## src/rtl/io_map_pkg.sv

```systemverilog
// Register offsets and bit positions for the data-memory I/O window.
// Shared by the responder top and the testbench.
package io_map_pkg;

    localparam logic [31:0] OFF_CYCLE  = 32'h00;
    localparam logic [31:0] OFF_TCMP   = 32'h04;
    localparam logic [31:0] OFF_TCTRL  = 32'h08;
    localparam logic [31:0] OFF_TCNT   = 32'h0C;
    localparam logic [31:0] OFF_TSTAT  = 32'h10;
    localparam logic [31:0] OFF_TXDATA = 32'h14;
    localparam logic [31:0] OFF_TXSTAT = 32'h18;

    localparam int TCTRL_EN   = 0;
    localparam int TCTRL_AUTO = 1;
    localparam int TCTRL_IRQ  = 2;

    localparam int TSTAT_EXPIRED = 0;

    localparam int TXSTAT_FULL    = 0;
    localparam int TXSTAT_EMPTY   = 1;
    localparam int TXSTAT_OVF     = 2;
    localparam int TXSTAT_CNT_LSB = 8;

endpackage

```

## src/rtl/io_tx_fifo.sv

```systemverilog
// Transmit FIFO with a push/full and pop/empty interface.
// A push while full is accepted only when a pop happens in the same cycle.
module io_tx_fifo #(
    parameter int DEPTH = 4,
    parameter int WIDTH = 32
) (
    input  logic                       clk,
    input  logic                       rst,
    input  logic                       push,
    input  logic [WIDTH-1:0]           push_data,
    input  logic                       pop,
    output logic                       full,
    output logic                       empty,
    output logic                       dropped,
    output logic [$clog2(DEPTH):0]     count,
    output logic [WIDTH-1:0]           head
);

    localparam int AW = $clog2(DEPTH);
    localparam int CW = AW + 1;

    logic [WIDTH-1:0] mem [DEPTH];
    logic [AW-1:0]    wr_ptr;
    logic [AW-1:0]    rd_ptr;
    logic [CW-1:0]    count_q;
    logic             push_ok;
    logic             pop_ok;

    assign full    = (count_q == CW'(DEPTH));
    assign empty   = (count_q == '0);
    assign pop_ok  = pop && !empty;
    assign push_ok = push && (!full || pop_ok);
    assign dropped = push && !push_ok;
    assign count   = count_q;
    assign head    = mem[rd_ptr];

    always_ff @(posedge clk) begin
        if (rst) begin
            wr_ptr  <= '0;
            rd_ptr  <= '0;
            count_q <= '0;
        end else begin
            if (push_ok) wr_ptr <= wr_ptr + AW'(1);
            if (pop_ok)  rd_ptr <= rd_ptr + AW'(1);
            case ({push_ok, pop_ok})
                2'b10:   count_q <= count_q + CW'(1);
                2'b01:   count_q <= count_q - CW'(1);
                default: count_q <= count_q;
            endcase
        end
    end

    // Storage is not reset; the pointers alone define what is valid.
    always_ff @(posedge clk) begin
        if (push_ok) mem[wr_ptr] <= push_data;
    end

endmodule

```

## src/rtl/dmem_io_responder.sv

```systemverilog
// I/O window responder on the CPU data-memory port: cycle counter,
// compare timer with interrupt, and a TX FIFO drained over valid/ready.
module dmem_io_responder
    import io_map_pkg::*;
#(
    parameter logic [31:0] IO_BASE    = 32'h0000_FF00,
    parameter int          WIN_BITS   = 8,
    parameter int          FIFO_DEPTH = 4
) (
    input  logic        clk,
    input  logic        rst,
    input  logic [31:0] MemAddr,
    input  logic [31:0] dataIn,
    input  logic        MemWrite,
    input  logic        MemRead,
    output logic        sel,
    output logic [31:0] dataOut,
    output logic        tx_valid,
    output logic [31:0] tx_data,
    input  logic        tx_ready,
    output logic        irq
);

    localparam logic [31:0] WIN_MASK = (32'h1 << WIN_BITS) - 32'h1;
    localparam int          CW       = $clog2(FIFO_DEPTH) + 1;

    logic [31:0]   off;
    logic          wr;
    logic          wr_tcmp, wr_tctrl, wr_tcnt, wr_tstat, wr_txdata, wr_txstat;
    logic [31:0]   cycle, tcmp, tcnt;
    logic [2:0]    tctrl;
    logic          expired, overflow;
    logic          hit, timer_step;
    logic          fifo_full, fifo_empty, fifo_drop;
    logic [CW-1:0] fifo_count;
    logic [31:0]   rdata;

    assign sel = ((MemAddr & ~WIN_MASK) == (IO_BASE & ~WIN_MASK));
    assign off = MemAddr & WIN_MASK & 32'hFFFF_FFFC;
    assign wr  = sel && MemWrite;

    assign wr_tcmp   = wr && (off == OFF_TCMP);
    assign wr_tctrl  = wr && (off == OFF_TCTRL);
    assign wr_tcnt   = wr && (off == OFF_TCNT);
    assign wr_tstat  = wr && (off == OFF_TSTAT);
    assign wr_txdata = wr && (off == OFF_TXDATA);
    assign wr_txstat = wr && (off == OFF_TXSTAT);

    // A CPU write to TCNT or TCTRL replaces this cycle's timer step entirely.
    assign hit        = (tcnt == tcmp);
    assign timer_step = tctrl[TCTRL_EN] && !wr_tctrl && !wr_tcnt;

    always_ff @(posedge clk) begin
        if (rst) begin
            cycle    <= '0;
            tcmp     <= 32'hFFFF_FFFF;
            tctrl    <= '0;
            tcnt     <= '0;
            expired  <= 1'b0;
            overflow <= 1'b0;
        end else begin
            cycle <= cycle + 32'd1;
            if (wr_tcmp) tcmp <= dataIn;

            if (wr_tctrl)
                tctrl <= dataIn[2:0];
            else if (timer_step && hit && !tctrl[TCTRL_AUTO])
                tctrl[TCTRL_EN] <= 1'b0;

            if (wr_tcnt)
                tcnt <= dataIn;
            else if (timer_step) begin
                if (!hit)                   tcnt <= tcnt + 32'd1;
                else if (tctrl[TCTRL_AUTO]) tcnt <= '0;
            end

            if (timer_step && hit)
                expired <= 1'b1;
            else if (wr_tstat && dataIn[TSTAT_EXPIRED])
                expired <= 1'b0;

            if (fifo_drop)
                overflow <= 1'b1;
            else if (wr_txstat && dataIn[TXSTAT_OVF])
                overflow <= 1'b0;
        end
    end

    io_tx_fifo #(.DEPTH(FIFO_DEPTH), .WIDTH(32)) u_tx_fifo (
        .clk       (clk),
        .rst       (rst),
        .push      (wr_txdata),
        .push_data (dataIn),
        .pop       (tx_valid && tx_ready),
        .full      (fifo_full),
        .empty     (fifo_empty),
        .dropped   (fifo_drop),
        .count     (fifo_count),
        .head      (tx_data)
    );

    assign tx_valid = !fifo_empty;
    assign irq      = expired && tctrl[TCTRL_IRQ];

    always_comb begin
        rdata = '0;
        case (off)
            OFF_CYCLE:  rdata = cycle;
            OFF_TCMP:   rdata = tcmp;
            OFF_TCTRL:  rdata = {29'd0, tctrl};
            OFF_TCNT:   rdata = tcnt;
            OFF_TSTAT:  rdata = {31'd0, expired};
            OFF_TXSTAT: begin
                rdata[TXSTAT_FULL]                      = fifo_full;
                rdata[TXSTAT_EMPTY]                     = fifo_empty;
                rdata[TXSTAT_OVF]                       = overflow;
                rdata[TXSTAT_CNT_LSB +: 8]              = 8'(fifo_count);
            end
            default:    rdata = '0;
        endcase
    end

    assign dataOut = (sel && MemRead) ? rdata : '0;

endmodule

```

## config.mk

```make
export PLATFORM = sky130hd
export DESIGN_NAME = dmem_io_responder
export DESIGN_NICKNAME = d
export VERILOG_FILES = /design/src/rtl/io_map_pkg.sv /design/src/rtl/io_tx_fifo.sv /design/src/rtl/dmem_io_responder.sv
export SDC_FILE = /design/constraint.sdc
export NUM_CORES = 1
export LEC_CHECK = 0
export ABC_AREA = 1
export ABC_CLOCK_PERIOD_IN_PS = 4300
export CAP_MARGIN = 20
export CORE_ASPECT_RATIO = 2
export CORE_UTILIZATION = 25
export DETAILED_ROUTE_END_ITERATION = 12
export PLACE_DENSITY = 0.43
export SYNTH_ARGS = -nofsm -noshare
export SYNTH_HDL_FRONTEND = slang
export SYNTH_SLANG_ARGS = --single-unit
export TNS_END_PERCENT = 1
```

## constraint.sdc

```tcl
create_clock -name clk -period 4.3 [get_ports clk]
set_input_delay 0.86 -clock clk [delete_from_list [all_inputs] [get_ports clk]]
set_output_delay 0.86 -clock clk [all_outputs]
set_load 0.01 [all_outputs]
```

==> Word-level counts from Yosys, hierarchy flattened <==
Memories as Yosys holds them, arrays and structs flattened. A register that Yosys moved wholly into a read port is not among the register bits.
Index checks and enable logic that the tools add are counted.
{ "totals": {"out_inout_bits": 67, "mem_bits_rw": 128, "memories": 1, "reg_bits": 108} }
{ "mem_list": {"columns": ["name", "words", "width", "rd", "rd_ports_with_merged_regs", "wr", "line", "text"], "rows": [
  ["u_tx_fifo.mem", 4, 32, 1, 1, 1, "io_tx_fifo.sv:22", "logic [WIDTH-1:0] mem [DEPTH];"]
]} }
{ "op_classes": {"n_mux": 20, "n_reduce_logical": 34, "eq_ne": 12, "n_addsub": 6} }
{ "op_table": {"columns": ["operator", "count"], "rows": [
  ["32-bit 2-to-1 mux", 5],
  ["32-bit by 1-bit adder with 32-bit output, second input constant", 2],
  ["16-bit one-hot mux with 3 select lines", 1],
  ["32-bit == test", 1],
  ["32-bit zero test", 1],
  ["8-bit one-hot mux with 4 select lines", 1],
  ["24-bit by 8-bit == test with 1-bit output, second input constant", 1],
  ["1-bit logical AND", 19],
  ["6-bit by 3-bit == test with 1-bit output, second input constant", 3],
  ["3-bit one-hot mux with 6 select lines", 1],
  ["5-bit one-hot mux with 3 select lines", 1],
  ["6-bit by 2-bit == test with 1-bit output, second input constant", 2],
  ["2-bit nonzero test", 5],
  ["1-bit 2-to-1 mux", 8],
  ["6-bit by 1-bit == test with 1-bit output, second input constant", 1],
  ["1-bit zero test", 6],
  ["3-bit one-hot mux with 2 select lines", 1],
  ["2-bit by 1-bit adder with 2-bit output, second input constant", 2],
  ["2-bit 2-to-1 mux", 2],
  ["3-bit by 1-bit adder with 3-bit output, second input constant", 1],
  ["3-bit == test, second input constant", 1],
  ["3-bit zero test", 1],
  ["3-bit != test, second input constant", 1],
  ["3-bit by 1-bit subtractor with 3-bit output, second input constant", 1],
  ["other kinds (4)", 4]
]} }

==> Longest topological paths before layout <==
{ "depth": {"ltp_word": 10, "depth_mapped": 15, "depth_no_buf": 15} }

==> Modules after synthesis <==
A second synthesis with hierarchy kept.
{ "hier_totals": {"hier_cells": 1667, "area_unflattened_um2": 12751.0} }
{ "modules_own_cells": {"columns": ["mod", "cells_each", "area_per_inst_um2", "instances"], "rows": [
  ["dmem_io_responder", 1290, 7542.2, 1],
  ["io_tx_fifo", 377, 5208.7, 1]
]} }

==> Worst setup path after synthesis <==
No wires, ideal clock.
{ "synth_path": {"path_kind": "in2reg", "from": "input MemAddr[31]", "to": "memory u_tx_fifo.mem[0][0] (enable)", "setup_slack_ps": 864, "t_arrival_ps": 3015, "required_ps": 3879, "setup_time_ps": 421, "stages": 7, "cell_sequence": "nor2_1 -> nand2_1 -> nor2_4 -> nand4_1 -> nor2_1 -> nand2_1 -> nor2_1"} }
{ "synth_between": {"elab_chain_len": 6} }
{ "synth_lines": {"columns": ["item", "line", "text"], "rows": [
  ["start, declared", "dmem_io_responder.sv:12", "input logic [31:0] MemAddr,"],
  ["24-bit by 8-bit == test with 1-bit output", "dmem_io_responder.sv:38", "assign sel = ((MemAddr & ~WIN_MASK) == (IO_BASE & ~WIN_MASK));"],
  ["1-bit logical AND", "dmem_io_responder.sv:40", "assign wr = sel && MemWrite;"],
  ["1-bit logical AND", "dmem_io_responder.sv:46", "assign wr_txdata = wr && (off == OFF_TXDATA);"],
  ["1-bit logical AND", "io_tx_fifo.sv:32", "assign push_ok = push && (!full || pop_ok);"],
  ["1-bit 2-to-1 mux", "io_tx_fifo.sv:55", "if (push_ok) mem[wr_ptr] <= push_data;"],
  ["1-bit 2-to-1 mux (not written as such)", "io_tx_fifo.sv:55", null],
  ["end, declared", "io_tx_fifo.sv:22", null]
]} }
No other way between the ends.

==> Worst setup path in the final report <==
{ "layout_path": {"from": "input MemAddr[5]", "to": "output dataOut[10]"} }
{ "layout_between": {"elab_chain_len": 3, "elab_cells_between_ends": 6, "cone_classes": "3 x eq/ne; 2 x mux; 1 x reduce/logical"} }
{ "layout_lines": {"columns": ["item", "line", "text"], "rows": [
  ["32-bit zero test, or another cell as far along", "dmem_io_responder.sv:107", "case (off)"],
  ["8-bit one-hot mux with 4 select lines (*)", "dmem_io_responder.sv:107", null],
  ["32-bit 2-to-1 mux (*)", "dmem_io_responder.sv:123", "assign dataOut = (sel && MemRead) ? rdata : '0;"],
  ["end, declared", "dmem_io_responder.sv:17", "output logic [31:0] dataOut,"]
]} }
Mark *: on every way between the ends. The rest lies on a longest branch, timed or not.

==> results.txt <==
The slew of the pin with the lowest slew margin works out to 0.749 ns. The area of all placed cells without fillers is 15400 um^2, and the detailed-route DRC error count is 0. TritonCTS built the clock tree. For this configuration, the core starts out at a cell density of 25.4%. Adder and majority gate portion of the synthesized area: 0.761%. The multiplexer share of the synthesized area is 0%. The sequential fraction of the synthesis area was 48.4%; the cell count after synthesis was 1681. Of the total synthesized cell area, the portion taken by XOR and XNOR cells is 2.24%.

The total CTS buffers was 23; the total power divided by cell area was 357 nW/um^2. The floorplan has 115 rows. The period utilization was 96.5%; the wire length of the first global-routing pass was 66700 um. The category of the critical setup timing path is input pin to primary output. For the pin count of the biggest net entering global routing, the log shows 65. The number of global-route vias before repair is 11226. The logs give 0 for the remaining global-route overflow and 12500 um^2 for the post-synthesis instance area.

Once detail routing completed, the nets flagged for antenna violations numbered 0. The placed instances occupy a cell area of 14600 um^2. The library cells used most frequently in the layout, excluding fill and tap cells, are 492 x nand2_1, 283 x nor2_1, 161 x inv_1.

VDD sags by at most 0.154 mV. The number of distinct library cells after synthesis came out at 46. During synthesis, Yosys emitted a total of 0 warnings. In this run the worst path has a maximum fanout of 13. The required time reported for the critical path endpoint was 3.44 ns; the die extent in y was 318 um. For this run, asynchronously set or reset flops after synthesis account for 0%.

The die outline width is 160 um. Setup repair after global routing left no endpoint under its margin. Counting the fill cells in the layout gives 5327.

Data arrives at the worst endpoint at 3.29 ns. The analysis attributes to cell leakage a power of 6.21 nW. The routed length per placed instance came out at 17.9 um. The area of the core region came out at 49200 um^2.

The tools report the number of nets in the synthesized netlist as 1757. The number of synthesized flops with an enable pin was 128; the deepest clock path buffer count was 3. The highest achievable clock rate was 241 MHz; the synthesis-to-finish area growth was 22.9%. The worst setup path is captured at a primary output. The root buffer selected by CTS was clkbuf_16.

Counting every sink on the clock net gives 238. Across every metal layer, demand over resource in global routing totals 17.2%. Detailed placement finished with a half-perimeter wire length of 32300 um. After detailed routing, the total wire length is 44000 um. The clock reaches the later pin of the worst-skew pair after 0.55 ns. Floorplan die area: 50900 um^2. The clock arrives with 0.0154 ns of skew. The flow ran to the end, and the final reports show no timing, DRC or antenna violations.

The smallest clock period supported by the final layout is computed as 4.15 ns. Counting flops and latches in the post-synthesis netlist gives 238. Most instantiated flip-flop cell in the synthesis netlist: edfxtp_1. After synthesis, the largest family of logic cells by area is simple AND/OR/NAND/NOR gates. The number of endpoints with negative hold slack in the final report is 0.

Across the run, the number of max-cap violations was 0. The worst slew slack as a fraction of its limit was 49.6%. After the first detailed-routing iteration, the DRC count stood at 531. A synthesized cell averages 7.43 um^2.

For the number of antenna violations at the first check in global routing, the log shows 1. Of the cells placed in the final design, the portion with a size suffix greater than 1 is 5.63%. Post-CTS timing repair inserted 0 buffers for setup. The average vias per placed instance is 4.56.

The first detailed-routing pass ran for 6 iterations. The library cell used most frequently in the layout, excluding fill and tap cells, is nand2_1. In this run the count of I/O pins placed on the die edge is 136. After the last flow step, the layout net total stands at 1870.

The tools report the via count as 11191. The synthesized netlist devotes 8.91% of its cell area to compound gates. The count of final max-slew check failures was 0. The total negative setup slack was 0 ns; the synthesized-area fraction occupied by and/or/nand/nor cells was 31.8%. The final estimated routing congestion in global placement is 0.882, and the clock slew at the register clock pins of the worst setup and hold paths is 0.07 ns. The worst setup path is launched from an input pin.

The setup-violating endpoint count in the final report was 0; the total number of H-tree levels was 1. The kind of path behind the tightest hold check was flop to flop. In this run the tool buffered the top-level ports with 133 buffer cells.
==> worst max-delay path, stage by stage <==
cell,delay (ns)
clkdlybuf4s50_1,0.44
nor2_2,0.21
nand2_1,0.12
nor2_4,0.19
inv_1,0.31
o22ai_1,0.26
a221oi_1,0.07
nor2_1,0.24
clkdlybuf4s50_1,0.59
==> final cells by class <==
type,instances,area [um^2],share of cell area (%)
sequential,238,6050,39.4
antenna,1,2.50,0.0163
tap,643,805,5.24
timing repair buffer,159,1580,10.3
multi-input combinational,1202,5520,35.9
clock inverter,18,189,1.23
clock buffer,24,579,3.77
inverter,170,638,4.16
==> per-stage QoR <==
step | cells | total power [mW] | worst slack (ns) | hold slack (ns) | utilization [%]
3_5_place_dp | 2412 | 3.44 | 0.139 | 0.467 | 29.6
2_1_floorplan | 1681 | 2.91 | 0.864 | 0.436 | -
3_3_place_gp | 2412 | 3.42 | 0.176 | 0.458 | 29.6
5_1_grt | 2455 | 5.70 | 0.00635 | 0.497 | 31.2
6_report | 2455 | 5.48 | 0.149 | 0.476 | 31.2
4_1_cts | 2454 | 5.57 | 0.137 | 0.478 | 31.2
==> report_power, final <==
part / internal, mW / total (mW) / switching (mW)
Clock: 1.17 / 2.12 / 0.953
Sequential: 2.41 / 2.43 / 0.0184
Combinational: 0.388 / 0.924 / 0.536
Total: 3.97 / 5.48 / 1.51
==> Yosys cell counts (4+ instances only) <==
master	count	area (um^2)
a21oi_1	37	185
a221oi_1	4	35.0
a31oi_1	19	119
buf_1	5	18.8
buf_2	16	80.1
buf_6	7	78.8
clkbuf_1	41	154
dfxtp_1	110	2200
edfxtp_1	128	3840
ha_1	6	75.1
inv_1	163	612
inv_2	6	22.5
nand2_1	492	1850
nand3_1	131	656
nand4_1	12	75.1
nor2_1	287	1080
nor2_2	8	50.1
nor3_1	12	60.1
o21ai_0	81	405
o22ai_1	46	288
xnor2_1	8	70.1
xor2_1	24	210
==> sequential cells by signal (all words and copies together), names as in the netlist, named ones only <==
register and flops:
tctrl 3, tcnt 32, expired 1, overflow 1
cycle 32, u_tx_fifo.count 3, u_tx_fifo.rd_ptr 2, u_tx_fifo.mem 128
tcmp 32, u_tx_fifo.wr_ptr 2
==> cell families (layout without fill, tap and decap cells) <==
| group | Yosys count | count (layout) |
|---|---|---|
| fa+ha+maj | 7 | 7 |
| xor+xnor | 32 | 32 |
| compound gates | 198 | 198 |
| simple gates | 965 | 965 |
| buf+inv | 241 | 371 |
| flops | 238 | 238 |
| other cells | 0 | 1 |
==> timing repair <==
item	CTS	global route
resized for setup	0	2
endpoints found under the setup margin	0	1
hold buffers	0	0
==> layer usage <==
metal	share of wire (%)	GRT usage [%]	vias up
li1	-	-	5674
met3	2.9	1.63	73
met5	0	0	-
met1	38	17.6	5204
met4	3.8	7.64	0
met2	56	34.4	240
==> worst paths after layout <==
path / start / cells past startpoint / slack [ns] / to
hold reg to reg: cycle[31]$_SDFF_PP0_ / 2 / 0.48 / cycle[31]$_SDFF_PP0_
setup / recovery: MemAddr[5] / 9 / 0.15 / dataOut[10]
hold / removal: cycle[31]$_SDFF_PP0_ / 2 / 0.48 / cycle[31]$_SDFF_PP0_
setup reg to reg: tcnt[19]$_SDFFE_PP0P_ / 13 / 1.81 / tcnt[24]$_SDFFE_PP0P_
No activity file was read; power rests on OpenSTA's default activity.
